===== config.mk =====
export PLATFORM = sky130hd
export DESIGN_NAME = ram_stream_reader
export DESIGN_NICKNAME = d
export VERILOG_FILES = /design/src/rtl/ram_stream_reader.sv
export SDC_FILE = /design/constraint.sdc
export NUM_CORES = 1
export LEC_CHECK = 0
export BUFFER_PORTS_ARGS = -buffer_cell sky130_fd_sc_hd__buf_2
export CAP_MARGIN = 10
export CORE_ASPECT_RATIO = 1.25
export CORE_MARGIN = 4
export CORE_UTILIZATION = 30
export DETAILED_ROUTE_END_ITERATION = 10
export HOLD_SLACK_MARGIN = 0.15
export PLACE_DENSITY = 0.58
export SLEW_MARGIN = 20
export SYNTH_ARGS = -nofsm -noshare
export SYNTH_HDL_FRONTEND = slang
export SYNTH_SLANG_ARGS = --single-unit

===== constraint.sdc =====
create_clock -name clk -period 2.5 [get_ports clk]
set_input_delay 0.5 -clock clk [delete_from_list [all_inputs] [get_ports clk]]
set_output_delay 0.5 -clock clk [all_outputs]
set_load 0.01 [all_outputs]

===== src/rtl/ram_stream_reader.sv =====
// ram_stream_reader: drives the read address of a synchronous RAM and streams a
// contiguous region out one byte at a time. After each address change it waits
// out the RAM read latency, presents the byte with a valid/ready handshake, and
// keeps a running modulo-2^DW sum of the bytes the consumer has accepted.
//
// Handshake: rd_valid rises together with a new rd_data. While rd_valid=1 both
// rd_data and address stay unchanged until the consumer holds rd_ready=1 at a
// rising edge of clk, and the byte transfers at that edge. rd_ready has no
// effect while rd_valid=0.
module ram_stream_reader #(
    parameter int AW       = 14,
    parameter int DW       = 8,
    parameter int READ_LAT = 1
) (
    input  logic          clk,
    input  logic          rst,        // asynchronous, active low
    input  logic          start,
    input  logic          abort,
    input  logic [AW-1:0] base_addr,
    input  logic [AW:0]   length,
    input  logic [DW-1:0] q,
    output logic [AW-1:0] address,
    output logic [DW-1:0] rd_data,
    output logic          rd_valid,
    input  logic          rd_ready,
    output logic          busy,
    output logic          done,
    output logic [DW-1:0] checksum,
    output logic [1:0]    dbg_state
);

    // wcnt counts the edges spent in WAIT. It is 2 bits wide because READ_LAT is at most 3.
    localparam logic [1:0] LAT = 2'(READ_LAT);

    typedef enum logic [1:0] {
        S_IDLE    = 2'd0,
        S_WAIT    = 2'd1,
        S_PRESENT = 2'd2
    } state_t;

    state_t        state_q, state_d;
    logic [AW-1:0] address_q, address_d;
    logic [DW-1:0] rd_data_q, rd_data_d;
    logic          rd_valid_q, rd_valid_d;
    logic          done_q, done_d;
    logic [DW-1:0] checksum_q, checksum_d;
    logic [AW:0]   remaining_q, remaining_d;
    logic [1:0]    wcnt_q, wcnt_d;

    // Next-state and next-output computation for the stream controller
    always_comb begin
        state_d     = state_q;
        address_d   = address_q;
        rd_data_d   = rd_data_q;
        rd_valid_d  = rd_valid_q;
        done_d      = 1'b0;
        checksum_d  = checksum_q;
        remaining_d = remaining_q;
        wcnt_d      = wcnt_q;

        case (state_q)
            S_IDLE: begin
                if (start) begin
                    checksum_d = '0;
                    if (length != '0) begin
                        address_d   = base_addr;
                        remaining_d = length;
                        wcnt_d      = 2'd0;
                        state_d     = S_WAIT;
                    end else begin
                        // An empty region completes immediately without touching the RAM
                        done_d = 1'b1;
                    end
                end
            end
            S_WAIT: begin
                if (abort) begin
                    rd_valid_d = 1'b0;
                    state_d    = S_IDLE;
                end else if (wcnt_q == LAT) begin
                    // q now reflects the address that has been held since entering WAIT
                    rd_data_d  = q;
                    rd_valid_d = 1'b1;
                    state_d    = S_PRESENT;
                end else begin
                    wcnt_d = wcnt_q + 2'd1;
                end
            end
            S_PRESENT: begin
                // abort wins over a transfer at the same edge, so that byte is not summed
                if (abort) begin
                    rd_valid_d = 1'b0;
                    state_d    = S_IDLE;
                end else if (rd_ready) begin
                    checksum_d  = checksum_q + rd_data_q;
                    remaining_d = remaining_q - (AW+1)'(1);
                    rd_valid_d  = 1'b0;
                    if (remaining_q == (AW+1)'(1)) begin
                        done_d  = 1'b1;
                        state_d = S_IDLE;
                    end else begin
                        // Wraps from the top of memory back to address 0
                        address_d = address_q + AW'(1);
                        wcnt_d    = 2'd0;
                        state_d   = S_WAIT;
                    end
                end
            end
            default: begin
                rd_valid_d = 1'b0;
                state_d    = S_IDLE;
            end
        endcase
    end

    // State and output registers with asynchronous active-low reset
    always_ff @(posedge clk or negedge rst) begin
        if (!rst) begin
            state_q     <= S_IDLE;
            address_q   <= '0;
            rd_data_q   <= '0;
            rd_valid_q  <= 1'b0;
            done_q      <= 1'b0;
            checksum_q  <= '0;
            remaining_q <= '0;
            wcnt_q      <= 2'd0;
        end else begin
            state_q     <= state_d;
            address_q   <= address_d;
            rd_data_q   <= rd_data_d;
            rd_valid_q  <= rd_valid_d;
            done_q      <= done_d;
            checksum_q  <= checksum_d;
            remaining_q <= remaining_d;
            wcnt_q      <= wcnt_d;
        end
    end

    assign address   = address_q;
    assign rd_data   = rd_data_q;
    assign rd_valid  = rd_valid_q;
    assign done      = done_q;
    assign checksum  = checksum_q;
    assign busy      = (state_q != S_IDLE);
    assign dbg_state = state_q;

endmodule


==> results.py, run 1 <==
metrics = {
    "timing": {
        "fin_setup_tns_ps": 0,
        "clock_skew_ps": 9.56,
        "slew_violations": 0,
        "fin_crit_sh_pct": 93.7,
        "hold_viol": 0,
        "worst-slew-pin-transition_ps": 755,
        "rsz0062_at_grt": "no",
        "fin_crit_ps": 2340,
        "setup_viol": 0,
        "relSlewSlack_pct": 49.5,
        "fmax_ghz": 0.427,
    },
    "power_and_ir_drop": {
        "pwr_density_cell_nw_per_um2": 1210,
        "p_leak_uw": 0.00172,
        "total_power_uw": 4530,
        "ir_worst_vdd_uv": 420,
    },
    "floorplanning": {
        "die_x_um": 97.1,
        "fp.coreArea_sq_um": 9660,
        "start_util_pct": 30.8,
        "rows": 40,
        "die-area_sq_um": 11600,
        "io_pins": 77,
        "die_h_um": 119,
    },
    "clocking": {
        "cts_buffers": 5,
        "root_buffer": "clkbuf_16",
        "htree_levels": 2,
        "cts_resized": 0,
        "clock_latency_ps": 290,
        "cts_setup_buffers": 0,
        "cts_max_path_buffers": 2,
        "cts_tree": "done",
        "holdBufCountCts": 0,
        "clkTransAtPathRegs_ps": 70,
        "clock_sink_count": 51,
    },
    "logic_synthesis": {
        "synth_nets": 378,
        "avgSynthCellArea_sq_um": 9.18,
        "synth_edf_count": 0,
        "synth_ff_type": "dfrtp_1",
        "ys_seq_area_share_pct": 42.9,
        "synth_cells": 324,
        "synth.distinct_cells": 50,
        "synth_seq_cells": 51,
        "netlist_area_sq_um": 2980,
        "yosysWarningCount": 0,
        "async_reset_ff_share_pct": 100,
    },
    "drt": {
        "drc": 0,
        "routed_via_density": 5.27,
        "drt_pass1_iterations": 5,
        "wire_per_inst_um": 15.2,
        "routed_wl_mm": 8.05,
        "route.vias.total": 2792,
        "postRouteAntennaNets": 0,
        "drt_iter0_drc": 131,
    },
    "global_routing": {
        "grt_first_pass_wirelength_mm": 13.8,
        "overflow": 0,
        "grt_usage_pct": 14.3,
        "antenna_found_initial": 1,
        "grt_pass1_vias": 2827,
        "grt_max_degree": 43,
    },
    "setup_path": {
        "cp.arrival_ps": 2520,
        "worstPathRequired_ps": 2680,
        "startpoint_type": "register",
        "r2r_slack_ps": 160,
        "ff2ff_path_depth": 7,
        "reg2reg_to": "address[12]",
        "endpoint_kind": "register",
        "crit_type": "reg -> reg",
        "crit_fanout": 12,
        "reg2reg_from": "remaining_q[8]",
    },
    "outcome": {
        "status": "completed",
    },
    "layout": {
        "final_common_cell": "buf_2",
        "antennaDiodeCount": 0,
        "layoutNonFillerInstCount": 530,
        "fill_cells": 991,
        "drive_above_1_share_pct": 27.2,
        "syn2layout_area_growth_pct": 25.3,
        "final_cell_mix": "76 x buf_2, 51 x dfrtp_1, 31 x o21ai_0",
        "nets": 457,
    },
    "placement": {
        "gp_congestion": 0.833,
        "dp_hpwl_mm": 6.03,
        "dpl.cell_count": 522,
        "portBuffers": 76,
    },
    "job": {
        "max_cap_violations": 0,
    },
    "min_path": {
        "hold_path.class": "in -> async",
    },
}
cell usage after synthesis, types with 2 or more instances:
master	instances	share of area (%)
o22ai_1	4	0.84
a22o_1	8	2.4
inv_1	13	1.6
dfrtp_1	51	43
mux2_2	8	3.0
clkbuf_1	11	1.4
nand2_1	22	2.8
a211o_1	2	0.59
nor3_1	13	2.2
or4_1	2	0.50
a22oi_1	5	1.3
o21a_1	2	0.50
a21oi_1	23	3.9
nand4_1	3	0.63
and3_1	2	0.42
o21bai_1	2	0.50
nand3_1	13	2.2
ha_1	11	4.6
a32oi_1	5	1.5
nand4b_1	2	0.59
nor4_1	7	1.5
o22a_1	4	1.2
o2bb2ai_1	5	1.5
o21ai_1	4	0.67
a221oi_2	2	1.0
a21o_1	2	0.50
mux2i_1	3	1.0
o31ai_1	2	0.50
xnor2_1	5	1.5
or2_2	2	0.42
a31oi_1	2	0.42
o21ai_0	31	5.2
o211ai_1	3	0.76
buf_2	3	0.50
or3_1	3	0.63
nor2_1	30	3.8
layer usage:
layer / GRT usage, % / routed length, um / up-vias
met5: 0 / 13 / -
met1: 18.3 / 3570 / 1352
li1: - / - / 1371
met3: 2.69 / 330 / 6
met4: 3.95 / 96 / 2
met2: 24.7 / 4030 / 61
cell type report:
cell class / instances / area (sq um) / share of cell area [%]
inverter: 13 / 48.8 / 1.31
multi-input combinational: 245 / 1580 / 42.5
timing repair buffer: 87 / 513 / 13.8
sequential: 51 / 1280 / 34.2
clock inverter: 3 / 23.8 / 0.638
tap: 126 / 158 / 4.23
clock buffer: 5 / 125 / 3.36
state kept, by name, indices dropped and copies added (netlist names):
name,flops
rd_data,8
done,1
rd_valid,1
checksum,8
wcnt_q,2
address,14
remaining_q,15
dbg_state,2
stage by stage:
| step | utilization [%] | area (sq um) | setup slack [ps] | hold slack, ps |
|---|---|---|---|---|
| global placement | 37.0 | 3580 | 185 | 484 |
| floorplan | - | 2980 | 287 | 204 |
| detailed placement | 37.0 | 3580 | 153 | 465 |
| finish | 38.6 | 3730 | 156 | 220 |
| CTS | 38.6 | 3730 | 157 | 243 |
| global route | 38.6 | 3730 | 53.2 | 280 |
where the power goes:
group	switching, uW	internal, uW
clock	323	375
sequential	386	1200
combinational	1210	1030
worst max-delay path: stages, from the launching register on:
cell	delay, ps
dfrtp_1	420
or4_4	590
or3_4	400
o21ai_1	140
a211o_2	190
buf_4	180
nor4_1	60
a211o_1	260
worst max path at each step:
stage | slack [ps] | from | to
after CTS | 160 | remaining_q[8] | address[12]
after global placement | 190 | length[1] | address[12]
after detailed placement | 150 | length[1] | address[12]
after floorplan | 290 | remaining_q[8] | address[0]
final | 160 | remaining_q[8] | address[12]
after global routing | 50 | remaining_q[8] | address[12]
kinds of logic after synthesis:
kind of cell | count (synthesis) | share of synthesized area [%]
simple gates | 104 | 17.1
xor+xnor | 6 | 1.77
mux | 11 | 4.04
compound gates | 112 | 25.0
fa+ha+maj | 12 | 5.30
flops | 51 | 42.9
buf+inv | 28 | 3.91
No activity file was read; power rests on OpenSTA's default activity.
==> run 2, diff against run 1 <==
CELL_PAD_IN_SITES_DETAIL_PLACEMENT = 0   (was not set)
CELL_PAD_IN_SITES_GLOBAL_PLACEMENT = 1   (was not set)
CORE_ASPECT_RATIO = 1.5   (was 1.25)
PLACE_DENSITY = 0.71   (was 0.58)
==> results.py, run 2 (synthesis results as in run 1) <==
metrics = {
    "timing": {
        "rsz0062_at_grt": "no",
        "fin_ws_ps": 136,
        "relSlewSlack_pct": 44.3,
        "clock_skew_ps": 4.90,
        "setup_viol": 0,
        "fin_crit_ps": 2360,
        "worst-slew-pin-transition_ps": 832,
        "hold_viol": 0,
        "fin_crit_sh_pct": 94.6,
        "slew_violations": 0,
        "hold_slack_ps": 323,
        "fmax_ghz": 0.423,
    },
    "placement": {
        "portBuffers": 76,
        "dp_hpwl_mm": 6.42,
        "place_ws_ps": -33.4,
        "gp_congestion": 0.774,
        "dpl_cell_area_sq_um": 3570,
    },
    "setup_path": {
        "reg2reg_from": "remaining_q[8]",
        "cp.arrival_ps": 2560,
        "startpoint_type": "register",
        "crit_type": "reg -> reg",
        "reg2reg_to": "address[3]",
        "ff2ff_path_depth": 7,
        "crit_fanout": 11,
        "r2r_slack_ps": 140,
        "endpoint_kind": "register",
        "worstPathRequired_ps": 2700,
    },
    "power_and_ir_drop": {
        "pwr_density_cell_nw_per_um2": 1270,
        "swShare_pct": 40.6,
        "p_switching_uw": 1960,
        "p_leak_uw": 0.00178,
        "p_int_uw": 2860,
        "pwr-share-clk_pct": 18.3,
        "ir_worst_vdd_uv": 471,
        "pwr-share-seq_pct": 33.3,
        "p_comb_share_pct": 48.4,
    },
    "min_path": {
        "hold_path.class": "in -> async",
    },
    "drt": {
        "drt_iter0_drc": 163,
        "wire_per_inst_um": 16.0,
        "routed_via_density": 5.35,
        "route.vias.total": 2829,
        "routed_wl_mm": 8.44,
        "drt_pass1_iterations": 4,
        "drc": 0,
        "postRouteAntennaNets": 0,
    },
    "global_routing": {
        "overflow": 0,
        "antenna_found_initial": 0,
        "grt_first_pass_wirelength_mm": 14.0,
        "grt_pass1_vias": 2892,
        "grt_max_degree": 52,
        "grt_usage_pct": 15.3,
    },
    "layout": {
        "final_design_area_no_fill_sq_um": 3800,
        "nets": 467,
        "antennaDiodeCount": 0,
        "final_cell_mix": "76 x buf_2, 51 x dfrtp_1, 31 x o21ai_0",
        "utilization_pct": 39.2,
        "drive_above_1_share_pct": 28.7,
        "largest_reg_flops": 15,
        "final_common_cell": "buf_2",
        "syn2layout_area_growth_pct": 27.8,
        "largest-register": "remaining_q",
        "fill_cells": 1022,
    },
    "clocking": {
        "htree_levels": 2,
        "cts_max_path_buffers": 2,
        "holdBufCountCts": 0,
        "root_buffer": "clkbuf_16",
        "cts_buffers": 5,
        "clock_sink_count": 51,
        "clkTransAtPathRegs_ps": 70,
        "clock_latency_ps": 290,
        "cts_tree": "done",
    },
    "floorplanning": {
        "die_h_um": 130,
        "die-area_sq_um": 11600,
        "fp.coreArea_sq_um": 9690,
        "start_util_pct": 30.7,
        "rows": 44,
        "die_x_um": 89.3,
        "io_pins": 77,
    },
    "job": {
        "max_cap_violations": 0,
    },
    "outcome": {
        "status": "completed",
    },
}
run 2: worst max path at each step:
stage | start | end | slack (ps) | cells after the start
floorplan | remaining_q[8] | address[0] | 290 | 7
global placement | length[8] | address[0] | 9 | 8
detailed placement | length[8] | address[6] | -30 | 8
CTS | remaining_q[8] | address[6] | 60 | 7
global route | remaining_q[8] | address[2] | 40 | 7
finish | remaining_q[8] | address[3] | 140 | 7
run 2: power by group through the flow:
| stage | clock network (uW) | logic (uW) | registers, uW |
|---|---|---|---|
| floorplan | 0 | 1430 | 1640 |
| global placement | 0 | 2220 | 1610 |
| detailed placement | 0 | 2270 | 1620 |
| CTS | 902 | 2270 | 1610 |
| global route | 927 | 2620 | 1670 |
| finish | 880 | 2330 | 1600 |
run 2: what timing repair did:
item / CTS / global route
setup endpoints to repair: 0 / 4
gates resized for setup: 0 / 2
setup buffers: 0 / 4
run 2: cell type report:
type / instances / area [sq um] / share of cell area, %
Multi-Input combinational cell: 245 / 1590 / 41.8
Clock buffer: 6 / 129 / 3.39
Inverter: 13 / 48.8 / 1.28
Sequential cell: 51 / 1280 / 33.6
Tap cell: 115 / 144 / 3.78
Timing Repair Buffer: 97 / 554 / 14.6
Clock inverter: 2 / 60.1 / 1.58
run 2: worst max-delay path, cell delays in order (launching register included):
cell	delay, ps
dfrtp_1	430
or4_4	590
or3_4	400
o21ai_1	170
a211o_4	190
buf_4	190
nor3_1	60
a311oi_1	230
run 2: per-layer routing:
layer	vias to the layer above	GRT usage, %	routed length [um]
met4	0	5.26	204
li1	1400	-	-
met3	13	2.72	367
met5	-	0	0
met1	1353	18.2	3480
met2	63	27.3	4390
run 2: metrics by stage:
step                      total power, uW  cells  TNS [ps]
after floorplan                      3070    324         0
after global placement               3820    517         0
after detailed placement             3890    517      -102
after CTS                            4780    525         0
after global routing                 5220    529         0
final                                4810    529         0
==> run 3, diff against run 2 <==
clock period = 2.2 ns   (was 2.5 ns; I/O delays follow)
==> results.py, run 3 (synthesis results as in run 1) <==
metrics = {
    "outcome": {
        "status": "completed",
    },
    "layout": {
        "syn2layout_area_growth_pct": 34.9,
        "drive_above_1_share_pct": 34.9,
        "antennaDiodeCount": 0,
        "largest-register": "remaining_q",
        "nets": 488,
        "largest_reg_flops": 15,
        "final_cell_mix": "76 x buf_2, 51 x dfrtp_1, 37 x buf_4",
        "final_common_cell": "buf_2",
    },
    "power_and_ir_drop": {
        "pwr-share-seq_pct": 32.0,
        "p_comb_share_pct": 53.6,
        "p_switching_uw": 2310,
        "pwr-share-clk_pct": 14.4,
        "ir_worst_vdd_uv": 615,
        "p_leak_uw": 0.00188,
        "swShare_pct": 41.5,
        "p_int_uw": 3260,
        "pwr_density_cell_nw_per_um2": 1390,
    },
    "clocking": {
        "holdBufCountCts": 0,
        "htree_levels": 2,
        "clkTransAtPathRegs_ps": 70,
        "clock_latency_ps": 300,
        "root_buffer": "clkbuf_16",
        "cts_tree": "done",
        "cts_max_path_buffers": 2,
        "clock_sink_count": 51,
        "cts_buffers": 5,
    },
    "timing": {
        "hold_slack_ps": 143,
        "hold_viol": 0,
        "fin_setup_tns_ps": 0,
        "rsz0062_at_grt": "yes",
        "worst-slew-pin-transition_ps": 586,
        "setup_viol": 0,
        "fin_crit_sh_pct": 98.7,
        "slew_violations": 0,
        "fin_crit_ps": 2170,
        "clock_skew_ps": 14.3,
        "fmax_ghz": 0.460,
        "relSlewSlack_pct": 60.9,
    },
    "placement": {
        "dp_hpwl_mm": 6.73,
        "gp_congestion": 0.840,
        "portBuffers": 76,
    },
    "drt": {
        "drc": 0,
        "routed_wl_mm": 8.71,
        "routed_via_density": 5.33,
        "route.vias.total": 2934,
        "postRouteAntennaNets": 0,
        "wire_per_inst_um": 15.8,
        "drt_iter0_drc": 130,
        "drt_pass1_iterations": 4,
    },
    "global_routing": {
        "grt_pass1_vias": 2952,
        "grt_first_pass_wirelength_mm": 14.1,
        "grt_max_degree": 29,
        "grt_usage_pct": 15.4,
        "overflow": 0,
        "antenna_found_initial": 0,
    },
    "setup_path": {
        "endpoint_kind": "register",
        "startpoint_type": "register",
        "worstPathRequired_ps": 2370,
        "critPathMaxStageDelay_ps": 550,
        "cp.arrival_ps": 2340,
        "crit_fanout": 8,
        "slowest_stage": "or4_4",
        "crit_type": "reg -> reg",
        "path_cells": "or4_4 -> or3_4 -> o21ai_2 -> a211o_4 -> buf_12 -> nor4_1 -> a211o_1",
    },
    "floorplanning": {
        "rows": 44,
        "die-area_sq_um": 11600,
        "die_x_um": 89.3,
        "fp.coreArea_sq_um": 9690,
        "io_pins": 77,
        "start_util_pct": 30.7,
        "die_h_um": 130,
    },
    "job": {
        "max_cap_violations": 0,
    },
    "min_path": {
        "hold_path.class": "in -> async",
    },
}
-- run 3: final timing paths --
kind                           startpoint         endpoint  slack, ps  cells past startpoint
min in group clk                 rd_ready     dbg_state[1]        370                      2
min reg2reg                     wcnt_q[0]        wcnt_q[0]        510                      1
max                        remaining_q[8]      address[13]         30                      7
min                                   rst      checksum[1]        140                      1
max in group asynchronous             rst  remaining_q[13]       1490                      2
max reg2reg                remaining_q[8]      address[13]         30                      7
-- run 3: what timing repair did --
action                                  in CTS  in global routing
setup buffers                                1                  0
cloned                                       0                  1
endpoints found under the setup margin       3                 25
pin swaps                                    1                  3
gates resized for setup                      0                 15
-- run 3: per-layer routing --
layer  track usage, %  part of all wire [%]  vias to the layer above
met4             5.00                   1.8                        0
met2             27.6                    53                       70
met3             2.27                   3.2                       12
li1                 -                     -                     1428
met5                0                     0                        -
met1             18.4                    42                     1424
-- run 3: worst max-delay path: cells and delay by family (launching register included) --
kind                   cells  cell delay (ps)
AND/OR/NAND/NOR            3              950
AO/OA/AOI/OAI              3              590
buffers and inverters      1              130
flip-flops                 1              380
-- run 3: power groups by stage --
stage	logic, uW	clock network [uW]	registers (uW)
final	2990	804	1790
after global routing	3340	868	1860
after CTS	2880	837	1780
after detailed placement	2850	0	1790
after global placement	2800	0	1780
after floorplan	1630	0	1860
-- run 3: through the flow --
stage | total power [uW] | cells | cell area [sq um] | setup slack (ps) | utilization, %
2_1_floorplan | 3490 | 324 | 2980 | 25.3 | -
3_3_place_gp | 4580 | 540 | 3770 | -127 | 38.9
3_5_place_dp | 4650 | 540 | 3770 | -162 | 38.9
4_1_cts | 5490 | 549 | 3930 | -19.7 | 40.6
5_1_grt | 6060 | 550 | 4020 | -32.5 | 41.4
6_report | 5580 | 550 | 4020 | 27.6 | 41.4
-- run 3: final cells by class --
cell class,count,area (sq um)
clock inverters,2,16.3
well taps,115,144
multi-input cells,245,1640
fillers,1022,5670
repair buffers,118,754
flip-flops and latches,51,1280
inverters,13,48.8
clock buffers,6,139
